### config.mk
export PLATFORM = sky130hd
export DESIGN_NAME = fdivsqrt_iter_ctrl
export DESIGN_NICKNAME = d
export VERILOG_FILES = /design/src/rtl/fdivsqrt_iter_ctrl.sv
export SDC_FILE = /design/constraint.sdc
export NUM_CORES = 1
export LEC_CHECK = 0
export ABC_CLOCK_PERIOD_IN_PS = 4050
export CORE_MARGIN = 2
export CORE_UTILIZATION = 51
export DETAILED_ROUTE_END_ITERATION = 7
export PLACE_DENSITY_LB_ADDON = 0.08
export SLEW_MARGIN = 10
export SYNTH_ARGS = -nofsm -noshare
export SYNTH_HDL_FRONTEND = slang
export SYNTH_SLANG_ARGS = --single-unit
### constraint.sdc
create_clock -name clk -period 4.05 [get_ports clk]
set_input_delay 0.405 -clock clk [delete_from_list [all_inputs] [get_ports clk]]
set_output_delay 0.405 -clock clk [all_outputs]
set_load 0.03 [all_outputs]
### src/rtl/fdivsqrt_iter_ctrl.sv
// ---------------------------------------------------------------------------
// fdivsqrt_iter_ctrl
//
// Iteration controller for a radix-2 floating-point divide / square-root
// datapath that evaluates NCOPIES cascaded recurrence stages per cycle.
// It accepts an operation, sequences the recurrence for the number of
// cycles needed by the requested precision, then holds the result valid
// until the consumer takes it.
//
// Parameters
//   NCOPIES  recurrence stages evaluated per cycle (1..8)
//   CW       iteration counter width
//
// Ports
//   clk           clock, all state on rising edge
//   reset         asynchronous active-high reset
//   start         operation request, qualified by ready
//   ready         controller idle and able to accept
//   fmt           requested precision: 00 half, 01 single, 10 double, 11 quad
//   sqrt          request is square root (1) or divide (0)
//   special       special operand case, skip the recurrence entirely
//   flush         abort whatever is in progress
//   result_ready  consumer accepts the result
//   init          load the datapath initial registers this cycle
//   iter_en       enable the recurrence-stage registers this cycle
//   last          this is the final recurrence cycle
//   valid         result available
//   busy          operation in flight
//   sqrt_q        sqrt flag captured at accept
//   fmt_q         fmt captured at accept
// ---------------------------------------------------------------------------
module fdivsqrt_iter_ctrl #(
    parameter int NCOPIES = 4,
    parameter int CW      = 7
) (
    input  logic          clk,
    input  logic          reset,
    input  logic          start,
    output logic          ready,
    input  logic [1:0]    fmt,
    input  logic          sqrt,
    input  logic          special,
    input  logic          flush,
    input  logic          result_ready,
    output logic          init,
    output logic          iter_en,
    output logic          last,
    output logic          valid,
    output logic          busy,
    output logic          sqrt_q,
    output logic [1:0]    fmt_q
);

    typedef enum logic [1:0] {
        S_IDLE = 2'b00,
        S_ITER = 2'b01,
        S_DONE = 2'b10
    } state_t;

    // Recurrence bits are the fraction width plus three guard bits;
    // the same count serves divide and square root.
    localparam int N_H = (13  + NCOPIES - 1) / NCOPIES;
    localparam int N_S = (26  + NCOPIES - 1) / NCOPIES;
    localparam int N_D = (55  + NCOPIES - 1) / NCOPIES;
    localparam int N_Q = (115 + NCOPIES - 1) / NCOPIES;

    localparam logic [CW-1:0] CNT_ONE  = {{(CW-1){1'b0}}, 1'b1};
    localparam logic [CW-1:0] CNT_ZERO = {CW{1'b0}};

    // Counter load value: cycles to run minus one, so the counter reads
    // zero in the final recurrence cycle.
    function automatic logic [CW-1:0] iter_load(input logic [1:0] f);
        logic [CW-1:0] n;
        case (f)
            2'b00:   n = CW'(N_H - 1);
            2'b01:   n = CW'(N_S - 1);
            2'b10:   n = CW'(N_D - 1);
            2'b11:   n = CW'(N_Q - 1);
            default: n = CW'(N_Q - 1);
        endcase
        return n;
    endfunction

    state_t        state_r;
    logic [CW-1:0] cnt_r;
    logic          sqrt_q_r;
    logic [1:0]    fmt_q_r;
    logic          accept_s;

    assign ready    = (state_r == S_IDLE);
    assign busy     = (state_r == S_ITER) || (state_r == S_DONE);
    assign sqrt_q   = sqrt_q_r;
    assign fmt_q    = fmt_q_r;
    assign accept_s = start & ready & ~flush;

    // Datapath strobes decoded from the registered state; flush masks them.
    always_comb begin
        init    = 1'b0;
        iter_en = 1'b0;
        last    = 1'b0;
        valid   = 1'b0;
        if (flush) begin
            init    = 1'b0;
            iter_en = 1'b0;
            last    = 1'b0;
            valid   = 1'b0;
        end else begin
            init    = accept_s;
            iter_en = (state_r == S_ITER);
            last    = (state_r == S_ITER) && (cnt_r == CNT_ZERO);
            valid   = (state_r == S_DONE);
        end
    end

    // Controller FSM with iteration counter and captured request fields.
    always_ff @(posedge clk or posedge reset) begin
        if (reset) begin
            state_r  <= S_IDLE;
            cnt_r    <= CNT_ZERO;
            sqrt_q_r <= 1'b0;
            fmt_q_r  <= 2'b00;
        end else if (flush) begin
            state_r <= S_IDLE;
            cnt_r   <= CNT_ZERO;
        end else begin
            case (state_r)
                S_IDLE: begin
                    if (accept_s) begin
                        sqrt_q_r <= sqrt;
                        fmt_q_r  <= fmt;
                        if (special) begin
                            state_r <= S_DONE;
                            cnt_r   <= CNT_ZERO;
                        end else begin
                            state_r <= S_ITER;
                            cnt_r   <= iter_load(fmt);
                        end
                    end else begin
                        state_r <= S_IDLE;
                    end
                end
                S_ITER: begin
                    // The counter only moves down while nonzero, so it never wraps.
                    if (cnt_r == CNT_ZERO) begin
                        state_r <= S_DONE;
                    end else begin
                        cnt_r <= cnt_r - CNT_ONE;
                    end
                end
                S_DONE: begin
                    if (result_ready) begin
                        state_r <= S_IDLE;
                    end else begin
                        state_r <= S_DONE;
                    end
                end
                default: begin
                    state_r <= S_IDLE;
                    cnt_r   <= CNT_ZERO;
                end
            endcase
        end
    end

endmodule

# Word level (Yosys, flattened, before mapping)

Cells that the tools add are included.

Flip-flop bits (word level): 12
Input port bits: 9
Output and inout port bits: 9

Add/sub/neg operators: 1
Eq/ne operators: 9
Mux-type cells: 16
Bitwise logic cells: 3
Reductions and logical operators: 7

Operators by type and width:

| cell                  | number |
|---|---|
| $mux W7               | 4 |
| $pmux W7 S4           | 1 |
| $pmux W7 S3           | 1 |
| $mux W2               | 5 |
| $logic_not A7 Y1      | 1 |
| $sub A7 B1 Y7 const B | 1 |
| $eq A2 B2 Y1 const B  | 3 |
| $pmux W2 S3           | 1 |
| $reduce_and A3 Y1     | 2 |
| $eq A2 B1 Y1 const B  | 2 |
| $logic_not A2 Y1      | 2 |
| $mux W1               | 4 |
| $ne A3 B1 Y1 const B  | 1 |
| $ne A3 B2 Y1 const B  | 1 |
| $ne A3 B3 Y1 const B  | 1 |
| $and A1 B1 Y1         | 2 |
| $ne A2 B2 Y1 const B  | 1 |
| $logic_and A1 B1 Y1   | 1 |
| $logic_or A1 B1 Y1    | 1 |
| $not A1 Y1            | 1 |

# Depth between registers and ports, before layout

Gate-level depths: netlist (run 1).

Word-level depth: 6
Depth in mapped cells: 7
Mapped depth without buffers: 6

# Worst setup path after synthesis (run 1)

No wires, ideal clock.

Kind: register to output
Start point: reg cnt_r[0]
End point: out last
Data arrival time: 1966 ps
Path slack: 1679 ps
Stages on the path, launching flop included: 7
Buffers on the path: 1
Cells stage by stage: dfrtp_1 > inv_1 > ha_1 > or3b_4 > or4_1 > buf_2 > nor2_1

Cells in the longest elaborated chain, start to end: 3

RTL lines:

| item                     | RTL line | source |
|---|---|---|
| start: declaration       | 85       | `logic [CW-1:0] cnt_r;` |
| start signal: assignment | 136      | `cnt_r <= iter_load(fmt);` |
| start signal: assignment | 147      | `cnt_r <= cnt_r - CNT_ONE;` |
| $logic_not A7 Y1         | 110      | `last = (state_r == S_ITER) && (cnt_r == CNT_ZERO);` |
| $logic_and A1 B1 Y1      | 110      |  |
| $mux W1                  | 102      | `if (flush) begin` |
| end: declaration         | 47       | `output logic last,` |

Every way passes these cells.

# Final worst setup path (run 1)

Same ends and word-level chain as after synthesis.

==> key figures, run 1 <==
Detailed routing
  – DRT Pass-1 Iters: 4
  – Wirelength, routed: between 1500 and 2000 um
  – Drt wl/cell: roughly 14 um
  – Vias: 700
  – Initial drt markers: 8
  – Antenna-violating nets left: 0
  – Drc violations: 0
  – Avg Vias per Cell: ~5.9

STA
  – RSZ-0062 raised after global routing: false
  – Clock Skew: roughly 0.0064 ns
  – F_max: ~320 MHz
  – Final hold viol count: 0
  – Final setup violation count: 0
  – Slew HR: a little under three fifths
  – Worst Tran Pin Value: between 0.6 and 0.7 ns
  – Final setup TNS: 0 ns
  – Period utilisation layout: 76.9%
  – Hold slack: between 0.4 and 0.5 ns
  – Tmin final: about 3.1 ns
  – Final Slew Violations: 0

Worst setup path
  – Worst Path Required: about 3.6 ns
  – Worst path depth: 6
  – Worst setup SP type: flip-flop
  – Worst path max stage delay: 0.68 ns
  – R2R setup slack: about 1.9 ns
  – Reg-to-reg endpoint: state_r[1]
  – CP Capture Type: primary output
  – Worst setup path class: flip-flop to primary output
  – Cell depth of the worst flop-to-flop path: 6
  – Start of the worst register-to-register path: cnt_r[0]
  – Worst EP arrival: 2.71 ns
  – Top delay family on crit path: simple AND/OR/NAND/NOR gates
  – Crit-path cells: inv_1, ha_1, or3b_4, or4_1, nor2_1, clkdlybuf4s50_1
  – Worst Setup SP: cnt_r[0]
  – Worst-path fanout max: 7
  – End point of the critical path: last
  – Crit path max-delay cell type: clkdlybuf4s50_1
  – Worst Path Buf+Inv: 2

Cells and area
  – Core Util, Final: roughly two thirds
  – ANT cells: 0
  – Final nets: between 100 and 150
  – Post-route cell area: slightly below 0.001 mm^2
  – Share of layout cells above drive strength 1: ~10%
  – Area Growth Syn to Fin: 25.2%
  – Filler cell count: 119

Min path
  – Hold crit path type: primary input to asynchronous set/reset pin

Floorplanning
  – Row count: 14
  – Starting Density: between 50% and 60%
  – Die height: around 43 um
  – DIE AREA: approximately 0.0019 mm^2
  – I/O pin count: 18
  – Core outline area: 0.00147 mm^2
  – Die width: 43.1 um

Clock tree
  – Number of CTS-inserted buffers: 3
  – Clock Path Buffers: 2
  – # Post-CTS Setup Buffers: 0
  – Clock Latency Late Sink: about 0.27 ns
  – Root buffer cell: clkbuf_4
  – Post-cts sizing count: 0
  – Clk slew on worst S/H paths: around 0.070 ns
  – CTS tree: done
  – CTS H-tree depth: 1
  – CTS Hold Bufs: 0
  – Clk sinks: 12

GRT
  – Initial antenna violation count: 0
  – Vias in the first global route: around 630
  – Overflow after GRT: 0
  – Total track usage: about 20%
  – First-pass GRT wire length: around 2700 um
  – Largest net degree at the start of global routing: 13

Placed design
  – Post-detail-place hpwl: about 1300 um
  – Routability cong.: ~0.87
  – Post-DP Area: 953 um^2
  – Port Buf Inserts: 17

Synth
  – Prevailing post-synth register cell: dfrtp_1
  – Yosys cell types: 33
  – Synthesized instance count: 86
  – Avg Cell Area, Syn: roughly 9 um^2
  – Count leader, synth: inv_1
  – Yosys reg bits: 12
  – Syn nets: 100
  – Yosys warnings: 0
  – Synth top area cells: dfrtp_1, ha_1, inv_1
  – Register area share after synthesis: between 30% and 40%
  – Post-synth top area cell: dfrtp_1
  – Post-Synthesis Cell Area: roughly 780 um^2
  – Post-synth EDFFs: 0
  – Most frequent cells after synthesis: inv_1, dfrtp_1, a21oi_1, nor2_1, ha_1
  – Share of the synthesized area in the top cell type: approximately two fifths
  – Synth async-reset ratio: 100%

Run
  – Total of max-cap violations: 0

Pwr
  – Peak supply drop: between 0.2 and 0.3 mV
  – Static Leak: 0.000425 uW
  – Pwr dens: around 360 mW/mm^2

Run status
  – Status: finished clean
-- power by group --
part | total [uW] | switching [uW] | internal (uW)
registers | 147 | 13.1 | 134
logic | 133 | 71.9 | 61.1
clock network | 71.7 | 37.3 | 34.4
-- kinds of logic (layout without fill, tap and decap cells) --
kind of cell | Yosys count | in the layout | synth area share [%]
adder cells (fa/ha/maj) | 5 | 5 | 8.03
AO/OA/AOI/OAI | 25 | 25 | 23.1
flip-flops | 12 | 12 | 38.5
AND/OR/NAND/NOR | 22 | 22 | 16.1
buffers and inverters | 18 | 34 | 8.83
XOR/XNOR | 1 | 1 | 1.12
multiplexers | 3 | 3 | 4.33
-- metrics by stage --
step           total power, uW  instances  setup slack, ns
5_1_grt                    373        118            0.834
6_report                   352        118            0.937
4_1_cts                    355        118            0.939
2_1_floorplan              240         86             1.68
3_5_place_dp               282        115             1.24
3_3_place_gp               281        115             1.27
-- worst reg2reg max path, cell delays in order (launching register included) --
cell	delay, ns
dfrtp_1	0.41
inv_1	0.07
ha_1	0.18
or3b_4	0.41
or4_1	0.55
a211o_1	0.35
a21oi_2	0.13
-- cells in the final DEF, fill, tap and decap left out, types with 2 or more instances in the layout --
master,instances
mux2_2,3
clkbuf_4,3
a21oi_1,7
nand2b_1,2
a211o_1,2
nor4_1,2
nand3_1,2
o21ai_0,2
dfrtp_1,12
o22a_2,2
clkdlybuf4s50_1,17
nor2_1,7
ha_1,5
nor3_1,2
inv_1,14
o22ai_1,2
o32a_1,2
-- registers in the layout (all words and copies together), names as in the netlist --
name	count
state_r	2
cnt_r	7
sqrt_q	1
fmt_q	2
-- layer usage --
| metal | track usage (%) | vias up | routed length [um] |
|---|---|---|---|
| li1 | - | 339 | - |
| met1 | 25.9 | 336 | 711 |
| met2 | 31.0 | 23 | 771 |
| met3 | 3.83 | 2 | 96 |
| met4 | 10.9 | 0 | 15 |
| met5 | 0 | - | 0 |
-- worst min path at each step --
stage                   from        to  cells past startpoint
floorplan              reset  cnt_r[0]                      1
global placement    fmt_q[1]  fmt_q[1]                      1
detailed placement  fmt_q[1]  fmt_q[1]                      1
CTS                    reset  cnt_r[1]                      2
global route           reset  cnt_r[1]                      2
finish                 reset  cnt_r[1]                      2
-- layout make-up --
cell class	instances	area [um^2]	area share (%)
repair buffers	17	170	17.4
well taps	16	20.0	2.05
multi-input cells	56	410	42.1
clock buffers	3	22.5	2.31
inverters	14	52.6	5.38
flip-flops and latches	12	300	30.8
No activity file was read; power rests on OpenSTA's default activity.
==> inputs of run 2 (changes only) <==
ABC_CLOCK_PERIOD_IN_PS = 2500   (was 4050)
CORE_UTILIZATION = 43   (was 51)
clock period = 2.5 ns   (was 4.05 ns; I/O delays follow)
==> key figures, run 2 (synthesis gave the netlist of run 1 again) <==
Cells and area
  – Area Growth Syn to Fin: 32.4%
  – Final nets: around 120
  – Largest register by flop count: cnt_r
  – ANT cells: 0
  – Fin cells: 132
  – Share of layout cells above drive strength 1: roughly 16%
  – Max FFs per register: 7
  – Most frequent cells in the layout: clkdlybuf4s50_1, inv_1, dfrtp_1, a21oi_1, nor2_1
  – Filler cell count: 160
  – Commonest non-fill, non-tap cell in the layout: clkdlybuf4s50_1

STA
  – Worst Tran Pin Value: 0.540 ns
  – Period utilisation layout: a little over nine tenths
  – Final hold viol count: 0
  – Slew HR: a little under two thirds
  – Clock Skew: ~0.011 ns
  – RSZ-0062 raised after global routing: false
  – Final setup TNS: 0 ns
  – Tmin final: around 2.4 ns
  – F_max: roughly 420 MHz
  – Final Slew Violations: 0
  – Hold slack: about 0.27 ns
  – Final setup violation count: 0

GRT
  – Busiest grt layer: met2
  – First-pass GRT wire length: about 2900 um
  – GR Util met3: 5.10%
  – Overflow after GRT: 0
  – Met1 Usage GRT: about a quarter
  – Initial antenna violation count: 0
  – Vias in the first global route: around 640
  – Met2 usage: between 20 and 30%
  – Largest net degree at the start of global routing: 13
  – Total track usage: 19.9%

Floorplanning
  – I/O pin count: 18
  – DIE AREA: around 0.0022 mm^2
  – Die width: 46.6 um
  – Core outline area: between 0.0015 and 0.002 mm^2
  – Die height: ~47 um
  – Starting Density: a little under half
  – Row count: 15

Run
  – Total of max-cap violations: 0

Clock tree
  – CTS tree: done
  – Clock Path Buffers: 2
  – Post-cts sizing count: 0
  – CTS H-tree depth: 1
  – Root buffer cell: clkbuf_4
  – Number of CTS-inserted buffers: 3
  – Clock Latency Late Sink: slightly below 0.3 ns
  – Clk slew on worst S/H paths: ~0.08 ns
  – # Post-CTS Setup Buffers: 0
  – Clk sinks: 12
  – CTS Hold Bufs: 0

Pwr
  – Static Leak: between 0.0004 and 0.0005 uW
  – Tot Pwr: 627 uW
  – Pwr dens: roughly 600 mW/mm^2
  – Peak supply drop: between 0.3 and 0.4 mV

Worst setup path
  – Worst setup path class: flip-flop to primary output
  – CP Capture Type: primary output
  – Worst setup SP type: flip-flop
  – Worst EP arrival: roughly 2.1 ns
  – Worst-path fanout max: 7
  – Worst Path Required: between 2 and 2.5 ns

Run status
  – Status: finished clean

Placed design
  – Port Buf Inserts: 17
  – Post-detail-place hpwl: about 1400 um
  – Post-Place Cells: roughly 130
  – Routability cong.: between 0.8 and 0.9

Detailed routing
  – Antenna-violating nets left: 0
  – Avg Vias per Cell: 5.40
  – Wirelength, routed: around 1800 um
  – DRT Pass-1 Iters: 4
  – Drt wl/cell: around 14 um
  – Vias: between 700 and 800
  – Initial drt markers: 19
  – Drc violations: 0

Min path
  – Hold crit path type: primary input to asynchronous set/reset pin
run 2: changes by cell type in the layout (fill, tap and decap cells not counted), sizes merged:
cell,delta
buf,+5
clkbuf,+1
clkdlybuf4s50,-1
run 2: layer usage:
layer / up-vias / share of wire, %
met5: - / 0
met4: 0 / 2.2
met3: 5 / 3.8
met2: 13 / 47
met1: 345 / 47
li1: 350 / -
run 2: cell type report:
class                   instances  area, um^2  area share, %
inverters                      14        52.6           5.09
multi-input cells              56         414           40.1
flip-flops and latches         12         300           29.1
repair buffers                 21         198           19.2
clock buffers                   4        36.3           3.52
well taps                      25        31.3           3.03
run 2: worst paths after layout:
check	start	to	slack [ns]	cells past startpoint
worst max-delay path	cnt_r[0]	last	0.12	6
worst min-delay path	reset	state_r[1]	0.27	2
worst max register to register	cnt_r[0]	cnt_r[2]	0.40	6
worst min register to register	fmt_q[0]	fmt_q[0]	0.51	1
max in group asynchronous	reset	cnt_r[2]	1.89	2
min in group clk	fmt_q[0]	fmt_q[0]	0.51	1
run 2: worst max-delay path: stages, from the launching register on:
cell and delay (ns):
dfrtp_1 0.42, inv_1 0.07, ha_1 0.17, or3b_4 0.42, or4_4 0.49, nor2_1 0.11
buf_4 0.17
run 2: through the flow:
| step | utilization (%) | instance area [um^2] | worst slack (ns) |
|---|---|---|---|
| after floorplan | - | 779 | 0.284 |
| after global placement | 58.1 | 992 | 0.348 |
| after detailed placement | 58.1 | 992 | 0.322 |
| after CTS | 60.2 | 1030 | 0.0124 |
| after global routing | 60.4 | 1030 | 0.00976 |
| final | 60.4 | 1030 | 0.116 |
run 2: where the power goes:
part           internal, uW  leakage [uW]  total [uW]  switching (uW)
logic                   107      0.000279         229             122
registers               217      0.000156         238            21.4
clock network          88.7     0.0000210         159            70.7
==> inputs of run 3 (changes only) <==
CAP_MARGIN = 10   (was not set)
CTS_CLUSTER_SIZE = 20   (was not set)
TNS_END_PERCENT = 20   (was not set)
==> results of run 3 <==
The final DEF is identical to that of run 2; final timing and power are the same.
